===== src/rtl/mbus_pkg.sv =====
// mbus_pkg: shared mbus state encoding, wbusy edge convention and default widths
package mbus_pkg;
  localparam int MBUS_DQ_W = 16;
  localparam int MBUS_BL = 8;
  localparam int MBUS_AW = 28;
  localparam int MBUS_DW = MBUS_DQ_W * MBUS_BL;
  typedef enum logic [1:0] {ST_IDLE, ST_ISSUE, ST_BUSY, ST_RELEASE} arb_state_t;
  // wbusy fall is taken from two registered samples, so it lands one cycle late
  function automatic logic wbusy_fell(input logic prev, input logic cur);
    return prev & ~cur;
  endfunction
endpackage


===== src/rtl/mbus_wr_arbiter_rr_pick.sv =====
// rr_pick: round-robin priority encoder searching from last+1 upward
module rr_pick #(
  parameter int N = 4
) (
  input  logic [N-1:0] elig,
  input  logic [2:0]   last,
  output logic         found,
  output logic [2:0]   idx
);
  always_comb begin
    found = |elig;
    idx = '0;
    for (int i = N; i >= 1; i--)
      if (|(elig & (N'(1) << ((int'(last) + i) % N)))) idx = 3'((int'(last) + i) % N);
  end
endmodule


===== src/rtl/mbus_wr_arbiter.sv =====
// mbus_wr_arbiter: round-robin share of one mbus write master between frame-write channels
module mbus_wr_arbiter
  import mbus_pkg::*;
#(
  parameter int NUM_CH = 4,
  parameter int MEM_DQ_WIDTH = MBUS_DQ_W,
  parameter int BURST_LENGTH = MBUS_BL,
  parameter int CTRL_ADDR_WIDTH = MBUS_AW,
  parameter int ISSUE_TIMEOUT = 255,
  parameter int RELEASE_HOLD = 3
) (
  input  logic                                       i_axi_aclk,
  input  logic                                       i_rstn,
  input  logic [NUM_CH-1:0]                          i_req_wrq,
  input  logic [NUM_CH-1:0]                          i_req_wready,
  input  logic [NUM_CH*CTRL_ADDR_WIDTH-1:0]          i_req_waddr,
  input  logic [NUM_CH*MEM_DQ_WIDTH*BURST_LENGTH-1:0] i_req_wdata,
  output logic [NUM_CH-1:0]                          o_req_wsel,
  output logic [NUM_CH-1:0]                          o_req_wdata_rq,
  output logic [NUM_CH-1:0]                          o_req_wbusy,
  input  logic                                       i_mbus_wdata_rq,
  input  logic                                       i_mbus_wbusy,
  output logic                                       o_mbus_wrq,
  output logic [CTRL_ADDR_WIDTH-1:0]                 o_mbus_waddr,
  output logic [MEM_DQ_WIDTH*BURST_LENGTH-1:0]       o_mbus_wdata,
  output logic                                       o_mbus_wready,
  output logic [2:0]                                 o_grant_idx,
  output logic                                       o_timeout_err
);
  localparam int AW = CTRL_ADDR_WIDTH;
  localparam int DW = MEM_DQ_WIDTH * BURST_LENGTH;
  localparam int TW = $clog2(ISSUE_TIMEOUT + 1);
  localparam int HW = $clog2(RELEASE_HOLD + 2);
  arb_state_t state;
  logic [NUM_CH-1:0] sel;
  logic [2:0] last, pick;
  logic found, wrq, terr, wb_q, wb_qq;
  logic [AW-1:0] waddr;
  logic [TW-1:0] tmr;
  logic [HW-1:0] hold;
  rr_pick #(.N(NUM_CH)) u_pick (
    .elig  (i_req_wrq & i_req_wready),
    .last  (last),
    .found (found),
    .idx   (pick)
  );
  always_ff @(posedge i_axi_aclk or negedge i_rstn)
    if (!i_rstn) begin
      state <= ST_IDLE;
      last <= 3'(NUM_CH - 1);
      sel <= '0;
      wrq <= 1'b0;
      waddr <= '0;
      tmr <= '0;
      hold <= '0;
      terr <= 1'b0;
      wb_q <= 1'b0;
      wb_qq <= 1'b0;
    end else begin
      wb_q <= i_mbus_wbusy;
      wb_qq <= wb_q;
      terr <= 1'b0;
      case (state)
        ST_IDLE:
          if (found) begin
            last <= pick;
            waddr <= i_req_waddr[int'(pick)*AW +: AW];
            sel <= NUM_CH'(1) << pick;
            wrq <= 1'b1;
            tmr <= '0;
            state <= ST_ISSUE;
          end
        ST_ISSUE:
          if (i_mbus_wbusy) begin
            wrq <= 1'b0;
            state <= ST_BUSY;
          end else if (tmr == TW'(ISSUE_TIMEOUT - 1)) begin
            terr <= 1'b1;
            wrq <= 1'b0;
            sel <= '0;
            state <= ST_IDLE;
          end else tmr <= tmr + 1'b1;
        ST_BUSY:
          if (wbusy_fell(wb_qq, wb_q)) begin
            hold <= HW'(RELEASE_HOLD);
            state <= ST_RELEASE;
          end
        ST_RELEASE:
          if (hold <= HW'(1)) begin
            sel <= '0;
            state <= ST_IDLE;
          end else hold <= hold - 1'b1;
      endcase
    end
  // sel is zero whenever idle, so the AND-OR mux also gives 0 out of a grant
  always_comb begin
    o_mbus_wdata = '0;
    for (int k = 0; k < NUM_CH; k++) o_mbus_wdata = o_mbus_wdata | ({DW{sel[k]}} & i_req_wdata[k*DW +: DW]);
  end
  assign o_req_wsel = sel;
  assign o_req_wdata_rq = (state == ST_BUSY && i_mbus_wdata_rq) ? sel : '0;
  assign o_req_wbusy = i_mbus_wbusy ? sel : '0;
  assign o_mbus_wrq = wrq;
  assign o_mbus_waddr = waddr;
  assign o_mbus_wready = |(i_req_wready & sel);
  assign o_grant_idx = last;
  assign o_timeout_err = terr;
endmodule


===== config.mk =====
export PLATFORM = sky130hd
export DESIGN_NAME = mbus_wr_arbiter
export DESIGN_NICKNAME = d
export VERILOG_FILES = /design/src/rtl/mbus_pkg.sv /design/src/rtl/mbus_wr_arbiter_rr_pick.sv /design/src/rtl/mbus_wr_arbiter.sv
export SDC_FILE = /design/constraint.sdc
export NUM_CORES = 1
export LEC_CHECK = 0
export ABC_CLOCK_PERIOD_IN_PS = 5300
export CAP_MARGIN = 15
export CORE_AREA = 3 3 319 321
export CTS_CLUSTER_DIAMETER = 50
export DETAILED_ROUTE_END_ITERATION = 8
export DIE_AREA = 0 0 322 324
export DONT_BUFFER_PORTS = 1
export MAX_ROUTING_LAYER = met4
export PLACE_DENSITY = 0.3
export SLEW_MARGIN = 30
export SYNTH_ARGS = -nofsm -noshare
export SYNTH_HDL_FRONTEND = slang
export SYNTH_SLANG_ARGS = --single-unit

===== constraint.sdc =====
create_clock -name i_axi_aclk -period 5.3 [get_ports i_axi_aclk]
set_clock_uncertainty 0.2 [all_clocks]
set_input_delay 1.06 -clock i_axi_aclk [delete_from_list [all_inputs] [get_ports i_axi_aclk]]
set_output_delay 1.06 -clock i_axi_aclk [all_outputs]
set_load 0.03 [all_outputs]

==> flow_metrics.py, run 1 <==
metrics = {
    "synth": {
        "async_flop_share_pct": 100,
        "synth_commonest_cells": "a22oi_1 (259), nand2_1 (170), clkbuf_1 (61)",
        "synth_compound_area_share_pct": 42.8,
        "synthFlopType": "dfrtp_1",
        "synth_top_family_by_area": "compound AO/OA/AOI/OAI gates",
        "ys_ff_latch": 51,
        "syn_area_um2": 6030,
        "yosys_warnings": 0,
        "synth-simple-area-share_pct": 16.8,
        "synth_top_cell_by_area": "a22oi_1",
        "yosysSeqAreaShare_pct": 21.2,
        "syn_inst": 788,
        "synth_xor_area_share_pct": 0.871,
        "synth_cell_type_count": 48,
        "synthDominantCellAreaShare_pct": 32.2,
        "synth_area_leaders": "a22oi_1 (32%), dfrtp_1 (20%), nand2_1 (11%)",
        "muxShareOfSynthArea_pct": 8.96,
        "synth_most_common_cell": "a22oi_1",
        "synthAdderAreaFrac_pct": 2.90,
        "synth_area_per_cell_um2": 7.65,
        "synth_edf_count": 0,
        "syn_nets": 1438,
    },
    "die": {
        "dieArea_um2": 104000,
        "die_y_um": 324,
        "io_pins": 810,
        "start_util_pct": 6.06,
        "core.rowCount": 116,
        "dieWidth_um": 322,
        "core_area_um2": 99600,
    },
    "setup_path": {
        "ff2ff_path_depth": 9,
        "crit_end": "o_mbus_wdata[117]",
        "worst_ep_arrival_time_ns": 2.75,
        "start_kind": "flop",
        "crit_path_end_kind": "primary output",
        "cp_data_required_time_ns": 4.04,
        "reg2reg_from": "o_grant_idx[0]",
        "crit_type": "flop to primary output",
        "rr_endpoint": "o_mbus_waddr[22]",
        "critPathLaunch": "o_req_wsel[2]",
        "regToRegSetupSlack_ns": 1.50,
        "crit_fanout": 77,
    },
    "timing": {
        "slew-limit-headroom_pct": 30.2,
        "final.setup.worst_slack_ns": 1.29,
        "rsz0062_at_grt": "no",
        "drv_slew": 0,
        "setup_tns_ns": 0,
        "max_freq_mhz": 249,
        "finalCritPeriodShare_pct": 75.7,
        "hold_violations": 0,
        "setup_viol": 0,
        "worst_slew_pin_slew_ns": 1.05,
        "fin_crit_ns": 4.01,
    },
    "clocking": {
        "cts_tree": "built",
        "ctsHoldBuffers": 0,
        "clock_latency_ns": 0.31,
        "clockRootBuffer": "clkbuf_16",
        "htreeDepth": 2,
        "cts.repair.resized": 0,
        "cts_buffers": 5,
        "cts.path.max_buffers": 2,
        "cts_setup_buffers": 0,
        "clock_sinks": 51,
        "clkTransAtPathRegs_ns": 0.07,
    },
    "outcome": {
        "status": "finished clean",
    },
    "detailed_routing": {
        "routedWlPerCell_um": 27.7,
        "antenna_left": 0,
        "drt_iter0_drc": 868,
        "drt_pre_antenna_iters": 8,
        "drt-total-wl_um": 57200,
        "drc": 0,
        "vias_per_cell": 3.58,
        "vias": 7395,
    },
    "cells_and_area": {
        "syn2layout_area_growth_pct": 28.3,
        "nets": 1382,
        "layout-drive-gt1-share_pct": 5.73,
    },
    "power_and_ir_drop": {
        "ir_drop_uv": 240,
        "powerDensity_nw_per_um2": 815,
        "total_power_mw": 6.31,
        "power_leakage_nw": 2.67,
    },
    "grt": {
        "grt_pass1_vias": 6787,
        "use_met3_pct": 5.42,
        "met1_usage_pct": 11.6,
        "grtUsageTotal_pct": 10.0,
        "antenna_found_initial": 31,
        "busiest_layer": "met2",
        "use_met2_pct": 14.5,
        "grt_pass1_wl_um": 66400,
        "grt_start_max_net_pins": 82,
        "grt_overflow": 0,
    },
    "min_path": {
        "holdCritPathClass": "flop to flop",
    },
    "job": {
        "cap_violations": 0,
    },
    "placed_design": {
        "routabilityCongestion": 0.864,
        "port_buffers": 0,
        "place_worst_setup_slack_ns": 1.36,
        "dp_hpwl_um": 50000,
    },
}
worst min-delay path by stage:
stage / startpoint / to / slack (ns) / cells past startpoint
final: wb_q / wb_qq / 0.18 / 0
after CTS: wb_q / wb_qq / 0.19 / 0
after detailed placement: wb_q / wb_qq / 0.17 / 0
after floorplan: wb_q / wb_qq / 0.15 / 0
after global placement: wb_q / wb_qq / 0.16 / 0
after global routing: wb_q / wb_qq / 0.21 / 0
critical path, stage by stage (launching register included):
cell	delay, ns
dfrtp_4	0.74
buf_12	0.34
a22oi_1	0.64
nand2_1	0.60
where the power goes:
| part | total, mW | switching [mW] | internal, mW | leakage [nW] |
|---|---|---|---|---|
| logic | 4.72 | 3.71 | 1.01 | 1.98 |
| clock network | 0.353 | 0.175 | 0.178 | 0.0677 |
| registers | 1.23 | 0.679 | 0.554 | 0.626 |
| total | 6.31 | 4.57 | 1.74 | 2.67 |
layout make-up:
cell class | count | area (um2)
clock inverter | 2 | 16.3
timing repair buffer | 12 | 150
inverter | 13 | 48.8
sequential | 51 | 1290
antenna | 32 | 80.1
tap | 1298 | 1620
multi-input combinational | 649 | 4400
clock buffer | 6 | 129
fill | 11700 | 91800
cell usage in the layout, fill, tap and decap left out, types with 2 or more instances in the layout:
cell type / synthesis / final
o211ai_2: 2 / 2
xnor2_1: 3 / 3
nor2_1: 16 / 16
nand2_1: 170 / 169
a21oi_1: 6 / 6
nand3_1: 20 / 20
a22o_1: 3 / 3
dfrtp_4: 0 / 4
nand4_1: 6 / 6
and4_1: 3 / 3
a211oi_1: 9 / 9
a31oi_1: 7 / 7
o21ai_0: 8 / 8
o221ai_2: 6 / 6
dfrtp_1: 49 / 45
buf_4: 6 / 6
buf_12: 1 / 5
and3_1: 6 / 5
mux2i_1: 54 / 54
inv_1: 13 / 13
nor3_1: 3 / 3
a22oi_1: 259 / 259
diode_2: 0 / 32
nand2b_1: 4 / 4
o31ai_1: 5 / 5
a41oi_1: 2 / 2
and2_1: 6 / 6
xor2_1: 3 / 3
ha_1: 14 / 14
clkbuf_16: 0 / 5
dfstp_2: 2 / 2
o221ai_1: 18 / 18
cells by family after synthesis:
logic type / Yosys count
other: 1
multiplexers: 54
buffers and inverters: 88
AND/OR/NAND/NOR: 238
adder cells (fa/ha/maj): 14
XOR/XNOR: 6
AO/OA/AOI/OAI: 336
flip-flops: 51
metal layers:
layer	vias to the layer above	share of wire [%]
li1	3013	-
met1	3601	40
met2	710	43
met3	71	14
met4	0	3.0
met5	-	0
state kept, by name, indices dropped and copies added, names as in the netlist, named ones only:
| signal | flops |
|---|---|
| o_mbus_wrq | 1 |
| tmr | 8 |
| o_mbus_waddr | 28 |
| o_timeout_err | 1 |
| o_grant_idx | 2 |
| wb_qq | 1 |
| state | 1 |
| o_req_wsel | 4 |
| hold | 3 |
| wb_q | 1 |
stage by stage:
stage               hold slack [ns]  cells  util [%]  cell area [um2]
floorplan                     0.146    788         -             6030
global placement              0.155   2021      7.51             7480
detailed placement            0.168   2022      7.52             7490
CTS                           0.185   2030      7.67             7640
global route                  0.205   2060      7.76             7730
finish                        0.179   2063      7.77             7740
No activity file was read; power rests on OpenSTA's default activity.
==> inputs of run 2 (changes only) <==
--- a/config.mk
+++ b/config.mk
@@ -5,7 +5,7 @@
 export SDC_FILE = /design/constraint.sdc
 export NUM_CORES = 1
 export LEC_CHECK = 0
-export ABC_CLOCK_PERIOD_IN_PS = 5300
+export ABC_CLOCK_PERIOD_IN_PS = 4100
 export CAP_MARGIN = 15
 export CORE_AREA = 3 3 319 321
 export CTS_CLUSTER_DIAMETER = 50
==> constraint.sdc (replaced) <==
create_clock -name i_axi_aclk -period 4.1 [get_ports i_axi_aclk]
set_clock_uncertainty 0.2 [all_clocks]
set_input_delay 0.82 -clock i_axi_aclk [delete_from_list [all_inputs] [get_ports i_axi_aclk]]
set_output_delay 0.82 -clock i_axi_aclk [all_outputs]
set_load 0.03 [all_outputs]
==> run 2 against run 1 <==
  * Setup slack got worse by 0.78 ns
  * Power rose by 30%
  * Die area did not move
  * Global-route usage rose by 0.23 points
  * Final cell count rose by 0.78%
  * Combinational power rose by 35%
  * Clock-buffer cell count fell by 1
  * Worst hold slack got worse by 0.030 ns
  * Clock power rose by 44%
  * Utilization rose by 0.15 points
  * Register-to-register slack got worse by 0.99 ns
==> flow_metrics.py, run 2 (synthesized netlist as in run 1, its figures left out) <==
metrics = {
    "grt": {
        "antenna_found_initial": 30,
        "grt_overflow": 0,
        "grtUsageTotal_pct": 10.2,
        "grt_pass1_vias": 6719,
        "grt_pass1_wl_um": 67700,
        "grt_start_max_net_pins": 86,
    },
    "detailed_routing": {
        "drt-total-wl_um": 58400,
        "vias": 7516,
        "routedWlPerCell_um": 28.1,
        "drc": 0,
        "drt_iter0_drc": 994,
        "antenna_left": 0,
        "drt_pre_antenna_iters": 7,
        "vias_per_cell": 3.62,
    },
    "setup_path": {
        "crit_path_end_kind": "flop",
        "critPathBufInv": 2,
        "cp_data_required_time_ns": 4.06,
        "start_kind": "flop",
        "crit_fanout": 33,
        "cpLargestDelayFamily": "simple AND/OR/NAND/NOR gates",
        "worstPathCellList": "inv_1 > ha_1 > nand3_1 > nand4_1 > o211ai_2 > and3_4 > buf_12 > mux2i_1 > o221ai_1",
        "critPathSlowestCell": "dfstp_2",
        "crit_type": "flop to flop",
        "max_stage_delay_ns": 0.76,
        "worst_ep_arrival_time_ns": 3.55,
    },
    "cells_and_area": {
        "syn2layout_area_growth_pct": 30.8,
        "fin_util_pct": 7.92,
        "layout-drive-gt1-share_pct": 7.23,
        "layout_commonest_cell": "a22oi_1",
        "final_cell_mix": "a22oi_1 (259), nand2_1 (170), mux2i_1 (54)",
        "stdcell_area_um2": 7890,
        "nets": 1396,
        "largest_reg_flops": 28,
    },
    "timing": {
        "worst_slew_pin_slew_ns": 0.816,
        "max_freq_mhz": 279,
        "setup_tns_ns": 0,
        "hold_violations": 0,
        "setup_viol": 0,
        "drv_slew": 0,
        "fin_crit_ns": 3.59,
        "finalCritPeriodShare_pct": 87.5,
        "rsz0062_at_grt": "no",
        "slew-limit-headroom_pct": 45.5,
    },
    "job": {
        "cap_violations": 0,
    },
    "clocking": {
        "cts.repair.resized": 0,
        "cts_setup_buffers": 0,
        "cts_buffers": 5,
        "clkTransAtPathRegs_ns": 0.08,
        "htreeDepth": 2,
        "clockRootBuffer": "clkbuf_16",
        "clock_sinks": 51,
        "clock_latency_ns": 0.30,
        "cts.path.max_buffers": 2,
        "cts_tree": "built",
    },
    "die": {
        "dieArea_um2": 104000,
        "io_pins": 810,
        "die_y_um": 324,
        "core_area_um2": 99600,
        "start_util_pct": 6.06,
        "dieWidth_um": 322,
        "core.rowCount": 116,
    },
    "placed_design": {
        "postPlaceCellArea_um2": 7600,
        "dp_hpwl_um": 51500,
        "port_buffers": 0,
        "routabilityCongestion": 0.880,
    },
    "power_and_ir_drop": {
        "powerDensity_nw_per_um2": 1040,
        "power_leakage_nw": 2.76,
        "ir_drop_uv": 295,
    },
    "min_path": {
        "holdCritPathClass": "primary input to async pin",
    },
    "outcome": {
        "status": "finished clean",
    },
}
==> run 2: cell type report <==
| type | instances | area, um2 |
|---|---|---|
| clock inverter | 3 | 46.3 |
| fill | 11700 | 91700 |
| inverter | 13 | 48.8 |
| antenna | 34 | 85.1 |
| timing repair buffer | 26 | 280 |
| sequential | 51 | 1290 |
| tap | 1298 | 1620 |
| clock buffer | 5 | 125 |
| multi-input combinational | 649 | 4390 |
==> run 2: final timing paths <==
kind	slack, ns	cells after the start	to	startpoint
max	0.51	9	o_mbus_waddr[9]	o_grant_idx[0]
min	0.15	0	o_grant_idx[0]	i_rstn
max reg2reg	0.51	9	o_mbus_waddr[9]	o_grant_idx[0]
min reg2reg	0.17	0	wb_qq	wb_q
max in group asynchronous	2.58	1	o_req_wsel[2]	i_rstn
min in group i_axi_aclk	0.17	0	wb_qq	wb_q
==> run 2: per-stage QoR <==
step                      worst slack [ns]  hold WS, ns  cells  total power [mW]
after floorplan                       1.26        0.146    788              5.55
after global placement               0.632        0.156   2035              7.79
after detailed placement             0.554        0.158   2035              7.87
after CTS                            0.551      0.00143   2044              8.41
after global routing                 0.309        0.132   2075              8.80
final                                0.512        0.149   2079              8.23
==> run 2: report_power, final <==
part	internal [mW]	switching, mW	leakage (nW)	total, mW
logic	1.36	5.03	2.05	6.39
registers	0.722	0.603	0.626	1.33
clock network	0.291	0.218	0.0806	0.509
==> run 2: per-layer routing <==
| layer | wire length (um) | global-route usage (%) | vias to the layer above |
|---|---|---|---|
| met2 | 24900 | 14.7 | 756 |
| met4 | 2080 | 3.84 | 0 |
| li1 | - | - | 3036 |
| met5 | 0 | - | - |
| met1 | 21700 | 11.3 | 3633 |
| met3 | 9710 | 6.71 | 91 |
==> run 2: what timing repair did <==
item,4_1_cts,5_1_grt
setup endpoints to repair,0,0
hold buffers,1,1
hold endpoints to repair,40,9
